**src/rtl/datapath.sv**
```systemverilog
// Datapath: instruction pointer, IR, GPR file, read latch and SRAM bus steering.
// Buses use bit 0 as MSB throughout.
module datapath #(
    parameter logic [0:1] DBUS_MEM = 2'b00,
    parameter logic [0:1] DBUS_GPR = 2'b01,
    parameter logic [0:1] ABUS_IP  = 2'b00,
    parameter logic [0:1] ABUS_CU  = 2'b01
) (
    input  logic        clk,
    input  logic        reset,
    input  logic        reset_internal,
    input  logic [0:1]  data_select,
    input  logic [0:1]  address_select,
    input  logic        sram_en,
    input  logic        write_en,
    input  logic        ir_load,
    input  logic        gpr_load,
    input  logic        ip_increment,
    input  logic [0:3]  ra,
    input  logic [0:7]  cu_address,
    input  logic [0:15] mem_rdata,
    output logic [0:15] ir_data,
    output logic [0:7]  mem_addr,
    output logic [0:15] mem_wdata,
    output logic        mem_ce_n,
    output logic        mem_we_n,
    output logic [0:7]  ip
);

    logic [0:7]  ip_q;
    logic        inc_prev;
    logic [0:15] rd_latch;
    logic [0:15] ir_q;
    logic [0:15] gpr [0:15];
    logic [0:15] dbus;

    // IP advances once per rising edge of ip_increment; internal clear wins.
    always_ff @(posedge clk or posedge reset) begin
        if (reset) begin
            ip_q     <= '0;
            inc_prev <= 1'b0;
        end else if (!reset_internal) begin
            ip_q     <= '0;
            inc_prev <= 1'b0;
        end else begin
            if (ip_increment && !inc_prev)
                ip_q <= ip_q + 8'd1;
            inc_prev <= ip_increment;
        end
    end

    // Read latch captures SRAM data on every enabled read cycle.
    always_ff @(posedge clk or posedge reset) begin
        if (reset)
            rd_latch <= '0;
        else if (!sram_en && write_en)
            rd_latch <= mem_rdata;
    end

    // Data bus source mux; unknown codes drive zero.
    always_comb begin
        dbus = '0;
        if (data_select == DBUS_MEM)
            dbus = rd_latch;
        else if (data_select == DBUS_GPR)
            dbus = gpr[ra];
    end

    // Address bus source mux; unknown codes drive zero.
    always_comb begin
        mem_addr = '0;
        if (address_select == ABUS_IP)
            mem_addr = ip_q;
        else if (address_select == ABUS_CU)
            mem_addr = cu_address;
    end

    // Instruction register loads from the data bus.
    always_ff @(posedge clk or posedge reset) begin
        if (reset)
            ir_q <= '0;
        else if (ir_load)
            ir_q <= dbus;
    end

    // General purpose register file, written from the data bus.
    always_ff @(posedge clk or posedge reset) begin
        if (reset) begin
            for (int i = 0; i < 16; i++)
                gpr[i] <= '0;
        end else if (gpr_load) begin
            gpr[ra] <= dbus;
        end
    end

    // Forward the incoming word so the control unit decodes it on the load edge.
    always_comb begin
        ir_data = ir_load ? dbus : ir_q;
    end

    // SRAM strobes are held inactive during either reset.
    always_comb begin
        mem_ce_n = reset | ~reset_internal | sram_en;
        mem_we_n = mem_ce_n | write_en;
    end

    assign mem_wdata = gpr[ra];
    assign ip        = ip_q;

endmodule

```
**config.mk**
```make
export PLATFORM = sky130hd
export DESIGN_NAME = datapath
export DESIGN_NICKNAME = d
export VERILOG_FILES = /design/src/rtl/datapath.sv
export SDC_FILE = /design/constraint.sdc
export NUM_CORES = 1
export LEC_CHECK = 0
export ABC_CLOCK_PERIOD_IN_PS = 13820
export BUFFER_PORTS_ARGS = -buffer_cell sky130_fd_sc_hd__buf_4
export CAP_MARGIN = 10
export CELL_PAD_IN_SITES_DETAIL_PLACEMENT = 1
export CELL_PAD_IN_SITES_GLOBAL_PLACEMENT = 2
export CORE_UTILIZATION = 44
export CTS_CLUSTER_DIAMETER = 150
export DETAILED_ROUTE_END_ITERATION = 12
export PLACE_DENSITY_LB_ADDON = 0.1
export SLEW_MARGIN = 10
export SYNTH_ARGS = -nofsm -noshare
export SYNTH_HDL_FRONTEND = slang
export SYNTH_SLANG_ARGS = --single-unit
export TNS_END_PERCENT = 1
```
**constraint.sdc**
```tcl
create_clock -name clk -period 13.82 [get_ports clk]
set_input_delay 1.382 -clock clk [delete_from_list [all_inputs] [get_ports clk]]
set_output_delay 1.382 -clock clk [all_outputs]
set_load 0.1 [all_outputs]
```
; After elaboration in Yosys (flattened, before gate mapping)
; Cells that the tools add are included.
[word_totals]
regBits = 297
inputBits = 40
output_inout_bits = 50
word_cells = 52
[op_classes]
addsub = 1
n_lt_le_gt_ge = 2
n_eq_ne = 3
muxes = 14
n_bitwise = 5
n_reduce_logical = 7
[ops]
columns = cell, count
row1 = bitwise mux 256 bit, 1
row2 = two-way mux 16 bit, 6
row3 = binary-select mux 16 bit (select 4 bit), 1
row4 = demux 16 bit (select 4 bit), 1
row5 = two-way mux 8 bit, 4
row6 = "adder 8 x 1 -> 8 bit, second input constant", 1
row7 = "greater-or-equal comparator 5 bit, second input constant", 1
row8 = "less-than comparator 5 x 1 -> 1 bit, second input constant", 1
row9 = inverter 4 -> 5 bit, 1
row10 = "equality test 2 x 1 -> 1 bit, second input constant", 2
row11 = zero test 2 bit, 2
row12 = logical AND 1 bit, 3
row13 = bitwise OR 1 bit, 3
row14 = zero test 1 bit, 2
row15 = "inequality test 2 x 1 -> 1 bit, second input constant", 1
row16 = two-way mux 1 bit, 1
row17 = inverter 1 bit, 1

; Logic depth before layout (Yosys ltp)
; Gate-level depths: netlist (run 1).
[logic_depth]
word_depth = 7
depth_mapped = 8
mapped_depth_nobuf = 4

; Least setup slack after synthesis (run 1)
; No wires, ideal clock.
[synth_path]
path_type = input port to output port
startpoint = input port data_select[0] in the netlist's numbering
endpoint = output port ir_data[0] in the netlist's numbering
arrival_time_ns = 4.382
t_required_ns = 12.438
path_slack_ns = 8.056
cell_stages = 8
n_path_buf = 4
path_cell_list = buf_2 -> and4b_1 -> clkbuf_1 -> buf_2 -> a22o_1 -> a21oi_4 -> buf_2 -> a31oi_1
[synth_between]
elab_chain_cells = 4
[synth_rtl]
columns = element, line_no
row1 = start: declaration, 12  ; input logic [0:1] data_select,
row2 = equality test 2 x 1 -> 1 bit, 65  ; else if (data_select == DBUS_GPR)
row3 = two-way mux 16 bit, 65
row4 = two-way mux 16 bit (*), 63  ; if (data_select == DBUS_MEM)
row5 = two-way mux 16 bit (*), --
row6 = end: declaration, 22  ; output logic [0:15] ir_data,
; Mark *: on every way between the ends. The rest lies on a longest branch, timed or not.

; Final worst setup path (run 1)
[layout_path]
startpoint = input port ra[2] in the netlist's numbering
endpoint = output port ir_data[12] in the netlist's numbering
[layout_between]
elab_chain_cells = 7
[layout_rtl]
columns = element, line_no
row1 = start: declaration, 19  ; input logic [0:3] ra,
row2 = inverter 4 -> 5 bit (implied by the code), 66  ; dbus = gpr[ra];
row3 = binary-select mux 16 bit (select 4 bit), 66
row4 = two-way mux 16 bit (implied by the code) (2 in a row), 66
row5 = two-way mux 16 bit, 65
row6 = two-way mux 16 bit, 63
row7 = two-way mux 16 bit, --
; No other way between the ends. The select of a mux whose other input is x is not followed.

==> impl_summary.txt, run 1 <==
----------------------------------------------------
[Worst setup path]
  Cells along the critical path ... buf_4 -> buf_4 -> mux4_2 -> a22o_1 -> a21oi_2 -> a31oi_1 -> buf_4
  Worst Setup End Kind ... output port
  Cell at the slowest stage of the critical path ... sky130_fd_sc_hd__buf_4
  Sum of buffers and inverters on the critical path ... 3
  Peak per-stage delay on the critical path ... 890 ps
  Kind of start point of the critical path ... input port
  Arrival time reported for the critical path endpoint ... 4910 ps
  Biggest fanout along the worst timing path ... 55
  Start-to-end type of the worst setup path ... input port to output port
  Gate family responsible for the most delay along the worst path ... buffers and inverters
  Cell repeated most along the worst path ... sky130_fd_sc_hd__buf_4
  Worst EP required ... 12440 ps

[Global route]
  Global-route usage over all layers ... 26.9%
  Number of global-route vias before repair ... 10475
  Maximum number of pins on one net before global-route repair ... 134
  Number of antenna violations at the first check in global routing ... 0
  Leftover overflow at the end of global routing ... 0
  First-pass GRT wire length ... 63700 microns

[Synth]
  Ys flop type ... sky130_fd_sc_hd__dfrtp_1
  Number of enable flip-flop cells after synthesis ... 0
  Area leader, netlist ... sky130_fd_sc_hd__dfrtp_1
  Total of flip-flops plus latches after synthesis ... 297
  Dominant combinational cell family by area after synthesis ... compound AO/OA/AOI/OAI gates
  Distinct cell type count after synthesis ... 44
  Cell count after synthesis ... 1273
  Average instance area after synthesis ... 10.8 sq um
  Fraction of the yosys area taken by sequential cells ... 54.2%
  Syn Std Cell Area ... 13700 sq um
  Synthesized Nets ... 1314
  Area share of the leading cell type in the synthesized netlist ... 54.2%
  Ranking of synthesized cells by area ... sky130_fd_sc_hd__dfrtp_1 54%, sky130_fd_sc_hd__nor2_1 7.2%, sky130_fd_sc_hd__mux2i_1 6.3%, sky130_fd_sc_hd__a31oi_1 5.3%, sky130_fd_sc_hd__mux4_2 4.8%
  Fraction of synthesized area in multiplexers ... 13.2%
  Adder and majority cell fraction of the synthesized area ... 0.0913%
  Simple-gate share of the synthesized area ... 10.7%
  Share of flip-flops with an asynchronous set or reset ... 100%
  Count of synthesis-stage warnings from yosys ... 0
  Synth Area in XOR/XNOR ... 0.383%
  Complex-gate fraction of the synthesized area ... 17.5%

[Detailed routing]
  Total number of vias ... 10130
  Pre-antenna DRT Iters ... 6
  Count of antenna-violating nets left after detailed routing ... 0
  Iteration-0 DRC count of the detailed router ... 756
  DRC violations left ... 0
  Routed length per placed instance ... 23.6 microns
  Via-per-instance ratio ... 5.83
  Detailed Route WL ... 41100 microns

[Clocking]
  Number of sinks handled by clock tree synthesis ... 297
  Clock insertion delay at the later pin of the skew report ... 520 ps
  Number of buffers on the longest clock path ... 3
  Total CTS buffers ... 36
  Root buffer cell ... sky130_fd_sc_hd__clkbuf_16
  Clock transition time at the flip-flop clock pins of the worst setup and hold paths ... 50 ps
  CTS tree ... built
  Buffer count from post-CTS setup fixing ... 0
  Post_cts resized ... 0
  Hold-fix buffers, CTS ... 0
  Total number of H-tree levels ... 2

[Die]
  Standard cell core area ... 30600 sq um
  Number of top-level pins ... 90
  Width of the chip ... 179 microns
  Die H ... 179 microns
  Die area ... 31900 sq um
  Effective utilization at floorplan ... 44.8%
  Row count ... 64

[STA]
  Period utilization ... 45.5%
  Total setup violations reported at the end of the flow ... 0
  Setup TNS after final layout ... 0 ps
  Min cycle time layout ... 6290 ps
  Maximum achievable frequency ... 159 MHz
  Max-slew violation count ... 0
  Final hold violation count ... 0
  Relative slew margins ... 31.2%
  Clk_skew ... 11.4 ps
  Slew at the pin closest to its max-slew limit ... 1030 ps
  Setup repair after global routing missed its margin ... no

[Place]
  I/O Buffers ... 89
  Detailed Place HPWL ... 25900 microns
  Weighted congestion reported at the end of routability-driven placement ... 0.762

[Pwr]
  Static Leak ... 6.79 nW
  Power density of the placed cells ... 171 nW/um^2
  Max VDD drop ... 0.0000977 V

[Run status]
  Outcome ... finished clean

[Run]
  Max Cap Viol ... 0

[Hold path]
  Class of the most critical hold timing path ... flip-flop to flip-flop

[Layout]
  # diodes ... 0
  Ratio of cells with drive above 1 in the final layout ... 20.7%
  Synthesis-to-finish area growth ... 14.7%
  Final core utilization ... 51.4%
  Count of nets after finishing ... 1365

----------------------------------------------------
## kinds of logic (layout without fill, tap and decap cells)
family | Yosys count | count (layout)
compound gates | 367 | 367
xor+xnor | 6 | 6
fa+ha+maj | 1 | 1
buf+inv | 110 | 179
flops | 297 | 297
mux | 137 | 137
simple gates | 355 | 355
## stage by stage
| stage | cells | setup WS, ps | cell area, sq um | hold WS, ps | total power, mW |
|---|---|---|---|---|---|
| 2_1_floorplan | 1273 | 4230 | 13700 | 442 | 1.65 |
| 3_3_place_gp | 1682 | 7620 | 14700 | 454 | 1.79 |
| 3_5_place_dp | 1682 | 7560 | 14700 | 463 | 1.82 |
| 4_1_cts | 1738 | 7560 | 15700 | 476 | 2.71 |
| 5_1_grt | 1738 | 7420 | 15700 | 507 | 2.82 |
| 6_report | 1738 | 7530 | 15700 | 476 | 2.69 |
## worst paths after layout
check / slack (ps) / startpoint / endpoint / cells after the start
min reg2reg: 480 / gpr[58] / gpr[58] / 2
min in group asynchronous: 1050 / reset / ip[2] / 2
max in group asynchronous: 11300 / reset / gpr[193] / 3
min: 480 / gpr[58] / gpr[58] / 2
max: 7530 / ra[2] / ir_data[12] / 7
max reg2reg: 11340 / gpr[54] / ir_q[9] / 4
## Yosys cell counts, types with 3 or more instances
master	number
sky130_fd_sc_hd__o31ai_1	3
sky130_fd_sc_hd__a22oi_1	26
sky130_fd_sc_hd__a22o_1	19
sky130_fd_sc_hd__a31oi_1	117
sky130_fd_sc_hd__nand3_1	14
sky130_fd_sc_hd__mux4_1	3
sky130_fd_sc_hd__a221oi_4	3
sky130_fd_sc_hd__nand4_1	3
sky130_fd_sc_hd__buf_2	20
sky130_fd_sc_hd__buf_1	6
sky130_fd_sc_hd__xnor2_1	3
sky130_fd_sc_hd__or3_1	3
sky130_fd_sc_hd__nor3b_1	4
sky130_fd_sc_hd__nor2_1	263
sky130_fd_sc_hd__o21ai_0	31
sky130_fd_sc_hd__buf_4	5
sky130_fd_sc_hd__dfrtp_1	297
sky130_fd_sc_hd__buf_6	9
sky130_fd_sc_hd__a21oi_1	122
sky130_fd_sc_hd__o31a_1	3
sky130_fd_sc_hd__a21oi_4	5
sky130_fd_sc_hd__mux2i_1	86
sky130_fd_sc_hd__nand2_1	40
sky130_fd_sc_hd__mux2_2	19
sky130_fd_sc_hd__mux4_2	29
sky130_fd_sc_hd__nor2b_1	5
sky130_fd_sc_hd__nand3b_1	3
sky130_fd_sc_hd__clkbuf_1	68
sky130_fd_sc_hd__a21oi_2	35
sky130_fd_sc_hd__and2_1	8
sky130_fd_sc_hd__xor2_1	3
## worst reg2reg max path: stages, from the launching register on
cell	delay (ps)
sky130_fd_sc_hd__dfrtp_1	380
sky130_fd_sc_hd__mux4_2	510
sky130_fd_sc_hd__a221oi_4	580
sky130_fd_sc_hd__o31a_1	630
sky130_fd_sc_hd__a21oi_2	220
## cell type report
type	count	area (sq um)
tap	396	495
multi-input combinational	866	5800
clock inverter	3	46.3
timing repair buffer	122	916
clock buffer	53	1030
sequential	297	7430
inverter	1	11.3
fill	3308	14900
## layout by cell type (no fill, tap or decap), types with 3 or more instances in the layout
cell / synthesis / layout
sky130_fd_sc_hd__dfrtp_1: 297 / 297
sky130_fd_sc_hd__nor2_1: 263 / 250
sky130_fd_sc_hd__a21oi_1: 122 / 122
sky130_fd_sc_hd__buf_4: 5 / 122
sky130_fd_sc_hd__a31oi_1: 117 / 117
sky130_fd_sc_hd__mux2i_1: 86 / 86
sky130_fd_sc_hd__nand2_1: 40 / 40
sky130_fd_sc_hd__clkbuf_16: 0 / 37
sky130_fd_sc_hd__a21oi_2: 35 / 35
sky130_fd_sc_hd__o21ai_0: 31 / 31
sky130_fd_sc_hd__mux4_2: 29 / 29
sky130_fd_sc_hd__a22oi_1: 26 / 26
sky130_fd_sc_hd__a22o_1: 19 / 19
sky130_fd_sc_hd__mux2_2: 19 / 19
sky130_fd_sc_hd__nand3_1: 14 / 14
sky130_fd_sc_hd__nor2_2: 0 / 13
sky130_fd_sc_hd__clkbuf_1: 68 / 12
sky130_fd_sc_hd__and2_1: 8 / 8
sky130_fd_sc_hd__nor2b_1: 5 / 5
sky130_fd_sc_hd__a21oi_4: 5 / 5
sky130_fd_sc_hd__clkbuf_8: 0 / 4
sky130_fd_sc_hd__nand3b_1: 3 / 3
sky130_fd_sc_hd__nor3b_1: 4 / 3
sky130_fd_sc_hd__a221oi_4: 3 / 3
sky130_fd_sc_hd__o31a_1: 3 / 3
sky130_fd_sc_hd__mux4_1: 3 / 3
sky130_fd_sc_hd__or3_1: 3 / 3
sky130_fd_sc_hd__o31ai_1: 3 / 3
sky130_fd_sc_hd__nand4_1: 3 / 3
sky130_fd_sc_hd__xor2_1: 3 / 3
sky130_fd_sc_hd__xnor2_1: 3 / 3
## state kept, by name, indices dropped and copies added (netlist names)
signal and cells:
gpr 256, ip 8, ir_q 16, inc_prev 1
rd_latch 16
## report_power, final
part	internal (mW)	switching (mW)
combinational	0.228	0.411
clock	0.528	0.355
sequential	1.06	0.104
total	1.82	0.870
## per-layer routing
| metal | up-vias | global-route usage (%) | part of all wire (%) |
|---|---|---|---|
| met5 | - | 0 | 0 |
| met4 | 0 | 7.84 | 2.3 |
| met3 | 60 | 3.58 | 4.5 |
| met2 | 215 | 42.2 | 46 |
| met1 | 5189 | 38.8 | 47 |
| li1 | 4666 | - | - |
No activity file was read; power rests on OpenSTA's default activity.
==> run 2, diff against run 1 <==
--- a/config.mk
+++ b/config.mk
@@ -5,12 +5,12 @@
 export SDC_FILE = /design/constraint.sdc
 export NUM_CORES = 1
 export LEC_CHECK = 0
-export ABC_CLOCK_PERIOD_IN_PS = 13820
+export ABC_CLOCK_PERIOD_IN_PS = 5600
 export BUFFER_PORTS_ARGS = -buffer_cell sky130_fd_sc_hd__buf_4
 export CAP_MARGIN = 10
 export CELL_PAD_IN_SITES_DETAIL_PLACEMENT = 1
 export CELL_PAD_IN_SITES_GLOBAL_PLACEMENT = 2
-export CORE_UTILIZATION = 44
+export CORE_UTILIZATION = 36
 export CTS_CLUSTER_DIAMETER = 150
 export DETAILED_ROUTE_END_ITERATION = 12
 export PLACE_DENSITY_LB_ADDON = 0.1
==> constraint.sdc (replaced) <==
create_clock -name clk -period 5.6 [get_ports clk]
set_input_delay 0.56 -clock clk [delete_from_list [all_inputs] [get_ports clk]]
set_output_delay 0.56 -clock clk [all_outputs]
set_load 0.1 [all_outputs]
==> impl_summary.txt, run 2 (same netlist as run 1, synthesis figures left out) <==
----------------------------------------------------
[Global route]
  First-pass GRT wire length ... 67900 microns
  Number of antenna violations at the first check in global routing ... 2
  Maximum number of pins on one net before global-route repair ... 163
  Leftover overflow at the end of global routing ... 0
  Most crowded layer after global routing ... met2
  Global-route met3 utilization ... 4.80%
  Global-route usage over all layers ... 23.4%
  Met2 capacity usage during global routing ... 36.4%
  Met1 layer usage reported by global route ... 32.9%
  Number of global-route vias before repair ... 10708

[Pwr]
  Total power consumption of the routed design ... 6.94 mW
  Max VDD drop ... 0.000178 V
  Power density of the placed cells ... 431 nW/um^2
  Static Leak ... 6.90 nW

[Die]
  Row count ... 71
  Die area ... 38900 sq um
  Number of top-level pins ... 90
  Effective utilization at floorplan ... 36.5%
  Standard cell core area ... 37600 sq um
  Width of the chip ... 197 microns
  Die H ... 197 microns

[Place]
  Place WS ... 1500 ps
  I/O Buffers ... 89
  Detailed Place HPWL ... 28600 microns
  Placed cell count ... 1797
  Weighted congestion reported at the end of routability-driven placement ... 0.780
  Placed Instance Area ... 14800 sq um

[Worst setup path]
  Worst EP required ... 5040 ps
  Biggest fanout along the worst timing path ... 43
  Start-to-end type of the worst setup path ... input port to output port
  Worst Setup End Kind ... output port
  Arrival time reported for the critical path endpoint ... 3540 ps
  Kind of start point of the critical path ... input port

[Detailed routing]
  Via-per-instance ratio ... 5.39
  Iteration-0 DRC count of the detailed router ... 515
  Total number of vias ... 10054
  Count of antenna-violating nets left after detailed routing ... 0
  Pre-antenna DRT Iters ... 5
  DRC violations left ... 0
  Routed length per placed instance ... 23.4 microns
  Detailed Route WL ... 43700 microns

[STA]
  Clk_skew ... 18.4 ps
  Period utilization ... 73.2%
  Min cycle time layout ... 4100 ps
  Post-Route Hold Slack ... 228 ps
  Setup TNS after final layout ... 0 ps
  Maximum achievable frequency ... 244 MHz
  Relative slew margins ... 24.7%
  Max-slew violation count ... 0
  Final hold violation count ... 0
  Final worst setup slack ... 1500 ps
  Slew at the pin closest to its max-slew limit ... 1130 ps
  Total setup violations reported at the end of the flow ... 0
  Setup repair after global routing missed its margin ... no

[Clocking]
  Total CTS buffers ... 37
  Post_cts resized ... 0
  Number of buffers on the longest clock path ... 3
  Total number of H-tree levels ... 2
  Clock insertion delay at the later pin of the skew report ... 540 ps
  Number of sinks handled by clock tree synthesis ... 297
  Clock transition time at the flip-flop clock pins of the worst setup and hold paths ... 60 ps
  CTS tree ... built
  Hold-fix buffers, CTS ... 0
  Root buffer cell ... sky130_fd_sc_hd__clkbuf_16
  Buffer count from post-CTS setup fixing ... 0

[Layout]
  Fill cells ... 4071
  Final core utilization ... 42.9%
  Largest register by flop count ... gpr
  Ratio of cells with drive above 1 in the final layout ... 21.7%
  Final std cells w/o fill ... 1864
  Highest-count cells in the layout ignoring fill and taps ... 297 x sky130_fd_sc_hd__dfrtp_1, 250 x sky130_fd_sc_hd__nor2_1, 122 x sky130_fd_sc_hd__a21oi_1
  Synthesis-to-finish area growth ... 17.5%
  Max FFs per register ... 256
  Most frequent standard cell in the layout excluding fill and tap cells ... sky130_fd_sc_hd__dfrtp_1
  Count of nets after finishing ... 1366
  Register cell area after layout ... 7430 sq um
  Final instance area ... 16100 sq um
  Area of combinational cells with multiple inputs ... 5810 sq um
  Regs by FF count ... gpr: 256 flops, ir_q: 16 flops, rd_latch: 16 flops

[Run]
  Max Cap Viol ... 0

[Hold path]
  Class of the most critical hold timing path ... input port to asynchronous set/reset pin

[Run status]
  Outcome ... finished clean

----------------------------------------------------
==> run 2: final timing paths <==
path / to / cells past startpoint / from / slack (ps)
min in group clk: rd_latch[4] / 2 / mem_rdata[4] / 260
max in group asynchronous: gpr[244] / 3 / reset / 4000
setup reg to reg: ir_q[11] / 4 / gpr[20] / 3190
hold / removal: gpr[202] / 2 / reset / 230
hold reg to reg: gpr[180] / 2 / gpr[180] / 480
setup / recovery: ir_data[11] / 6 / ra[3] / 1500
==> run 2: layout make-up <==
cell class	instances	area share, %
inverter	1	0.0466
clock buffer	53	6.82
multi-input combinational	866	36.0
antenna	1	0.0155
tap	511	3.97
sequential	297	46.1
clock inverter	13	1.06
timing repair buffer	122	5.92
==> run 2: worst max-delay path, cell delays in order <==
cell,delay [ps]
sky130_fd_sc_hd__buf_4,610
sky130_fd_sc_hd__mux4_2,640
sky130_fd_sc_hd__a221oi_4,520
sky130_fd_sc_hd__o31a_1,630
sky130_fd_sc_hd__a21oi_2,210
sky130_fd_sc_hd__buf_4,280
==> run 2: power breakdown <==
group / total [mW] / leakage [nW] / internal (mW) / switching, mW
Clock: 2.48 / 0.628 / 1.55 / 0.935
Sequential: 2.87 / 3.59 / 2.61 / 0.254
Combinational: 1.59 / 2.69 / 0.565 / 1.03
==> run 2: per-layer routing <==
metal	wire, microns	part of all wire [%]	vias up
met2	19700	45	185
met5	19	0.043	-
li1	-	-	4679
met3	2050	4.7	61
met1	20900	48	5127
met4	975	2.2	2
==> run 3, diff against run 2 <==
--- a/config.mk
+++ b/config.mk
@@ -5,12 +5,12 @@
 export SDC_FILE = /design/constraint.sdc
 export NUM_CORES = 1
 export LEC_CHECK = 0
-export ABC_CLOCK_PERIOD_IN_PS = 5600
+export ABC_CLOCK_PERIOD_IN_PS = 4200
 export BUFFER_PORTS_ARGS = -buffer_cell sky130_fd_sc_hd__buf_4
 export CAP_MARGIN = 10
 export CELL_PAD_IN_SITES_DETAIL_PLACEMENT = 1
 export CELL_PAD_IN_SITES_GLOBAL_PLACEMENT = 2
-export CORE_UTILIZATION = 36
+export CORE_UTILIZATION = 40
 export CTS_CLUSTER_DIAMETER = 150
 export DETAILED_ROUTE_END_ITERATION = 12
 export PLACE_DENSITY_LB_ADDON = 0.1
==> constraint.sdc (replaced) <==
create_clock -name clk -period 4.2 [get_ports clk]
set_input_delay 0.42 -clock clk [delete_from_list [all_inputs] [get_ports clk]]
set_output_delay 0.42 -clock clk [all_outputs]
set_load 0.1 [all_outputs]
==> impl_summary.txt, run 3 (same netlist as run 1, synthesis figures left out) <==
----------------------------------------------------
[Run status]
  Outcome ... finished clean

[STA]
  Slew at the pin closest to its max-slew limit ... 902 ps
  Min cycle time layout ... 3470 ps
  Period utilization ... 82.6%
  Max-slew violation count ... 0
  Setup repair after global routing missed its margin ... no
  Clk_skew ... 10.1 ps
  Final hold violation count ... 0
  Total setup violations reported at the end of the flow ... 0
  Final worst setup slack ... 732 ps
  Relative slew margins ... 39.9%
  Maximum achievable frequency ... 288 MHz

[Clocking]
  Clock insertion delay at the later pin of the skew report ... 520 ps
  Hold-fix buffers, CTS ... 0
  Post_cts resized ... 0
  Buffer count from post-CTS setup fixing ... 0
  Total number of H-tree levels ... 2
  CTS tree ... built
  Root buffer cell ... sky130_fd_sc_hd__clkbuf_16
  Clock transition time at the flip-flop clock pins of the worst setup and hold paths ... 60 ps
  Number of buffers on the longest clock path ... 3
  Total CTS buffers ... 37
  Number of sinks handled by clock tree synthesis ... 297

[Global route]
  Met1 layer usage reported by global route ... 38.2%
  First-pass GRT wire length ... 67500 microns
  Most crowded layer after global routing ... met2
  Maximum number of pins on one net before global-route repair ... 151
  Met2 capacity usage during global routing ... 39.3%
  Number of global-route vias before repair ... 10439
  Number of antenna violations at the first check in global routing ... 0
  Leftover overflow at the end of global routing ... 0
  Global-route usage over all layers ... 25.4%
  Global-route met3 utilization ... 3.15%

[Worst setup path]
  R2R depth ... 5
  Startpoint of the worst register-to-register path ... gpr[52]
  Worst EP required ... 3780 ps
  Worst reg2reg setup slack ... 1940 ps
  Arrival time reported for the critical path endpoint ... 3050 ps
  Worst Setup End Kind ... output port
  Start-to-end type of the worst setup path ... input port to output port
  Endpoint of the lowest-slack register-to-register path ... gpr[116]
  Biggest fanout along the worst timing path ... 43
  Kind of start point of the critical path ... input port
  Critical path origin ... ra[3]

[Pwr]
  Internal power ... 6.27 mW
  Part of the power in registers ... 41.4%
  Max VDD drop ... 0.000322 V
  Static Leak ... 6.99 nW
  Power density of the placed cells ... 570 nW/um^2
  Combinational share of power ... 23.4%
  Proportion of power drawn by the clock network ... 35.2%
  Switching part of the total power ... 31.9%
  Net switching power ... 2.95 mW

[Layout]
  Highest-count cells in the layout ignoring fill and taps ... 297 x sky130_fd_sc_hd__dfrtp_1, 250 x sky130_fd_sc_hd__nor2_1, 135 x sky130_fd_sc_hd__buf_4
  Regs by FF count ... gpr: 256 flops, ir_q: 16 flops, rd_latch: 16 flops
  # diodes ... 0
  Synthesis-to-finish area growth ... 17.9%
  Final core utilization ... 48.1%
  Most frequent standard cell in the layout excluding fill and tap cells ... sky130_fd_sc_hd__dfrtp_1
  Final std cells w/o fill ... 1818
  Largest register by flop count ... gpr
  Max FFs per register ... 256
  Count of nets after finishing ... 1383
  Ratio of cells with drive above 1 in the final layout ... 22.8%

[Die]
  Die H ... 187 microns
  Width of the chip ... 187 microns
  Effective utilization at floorplan ... 40.8%
  Number of top-level pins ... 90
  Standard cell core area ... 33600 sq um
  Row count ... 67
  Die area ... 35000 sq um

[Run]
  Max Cap Viol ... 0

[Detailed routing]
  Total number of vias ... 10238
  Count of antenna-violating nets left after detailed routing ... 0
  Iteration-0 DRC count of the detailed router ... 692
  Detailed Route WL ... 43400 microns
  Pre-antenna DRT Iters ... 4
  Routed length per placed instance ... 23.9 microns
  Via-per-instance ratio ... 5.63
  DRC violations left ... 0

[Place]
  Weighted congestion reported at the end of routability-driven placement ... 0.796
  I/O Buffers ... 89
  Detailed Place HPWL ... 28000 microns
  Placed cell count ... 1751
  Place WS ... 728 ps

[Hold path]
  Class of the most critical hold timing path ... input port to asynchronous set/reset pin

----------------------------------------------------
[run 3: layout make-up]
class                           count  area [sq um]
Fill cell                        3632         17500
Timing Repair Buffer              139          1090
Clock inverter                      7          63.8
Sequential cell                   297          7430
Multi-Input combinational cell    866          5800
Clock buffer                       60          1200
Tap cell                          448           561
Inverter                            1          7.51
[run 3: worst max-delay path by stage]
stage               slack (ps)  cells past startpoint          end
finish                     730                      7  ir_data[12]
global route               520                      7  ir_data[12]
CTS                        730                      7   ir_data[7]
detailed placement         730                      7   ir_data[7]
global placement           760                      6  ir_data[11]
floorplan                 -170                      1       gpr[0]
[run 3: critical path: stages]
cell,delay (ps)
sky130_fd_sc_hd__buf_4,640
sky130_fd_sc_hd__nor2_1,270
sky130_fd_sc_hd__buf_4,290
sky130_fd_sc_hd__a22oi_1,220
sky130_fd_sc_hd__nand3_1,370
sky130_fd_sc_hd__a31oi_1,460
sky130_fd_sc_hd__buf_4,370
[run 3: power by group through the flow]
stage,registers [mW],logic [mW],clock network (mW)
2_1_floorplan,3.78,1.65,0
3_3_place_gp,3.84,2.12,0
3_5_place_dp,3.86,2.17,0
4_1_cts,3.82,2.17,3.32
5_1_grt,3.89,2.35,3.41
6_report,3.82,2.16,3.25
[run 3: per-layer routing]
| layer | up-vias | routed length [microns] | part of all wire [%] |
|---|---|---|---|
| li1 | 4718 | - | - |
| met5 | - | 0 | 0 |
| met2 | 221 | 19700 | 45 |
| met3 | 55 | 1640 | 3.8 |
| met4 | 0 | 769 | 1.8 |
| met1 | 5244 | 21300 | 49 |
[run 3: through the flow]
step / hold WS [ps] / setup TNS [ps] / total power, mW / instance area [sq um]
after global placement: 458 / 0 / 5.96 / 14900
after global routing: 133 / 0 / 9.65 / 16200
final: 98.2 / 0 / 9.22 / 16200
after floorplan: 442 / -49030 / 5.43 / 13700
after detailed placement: 465 / 0 / 6.03 / 14900
after CTS: 110 / 0 / 9.31 / 16200
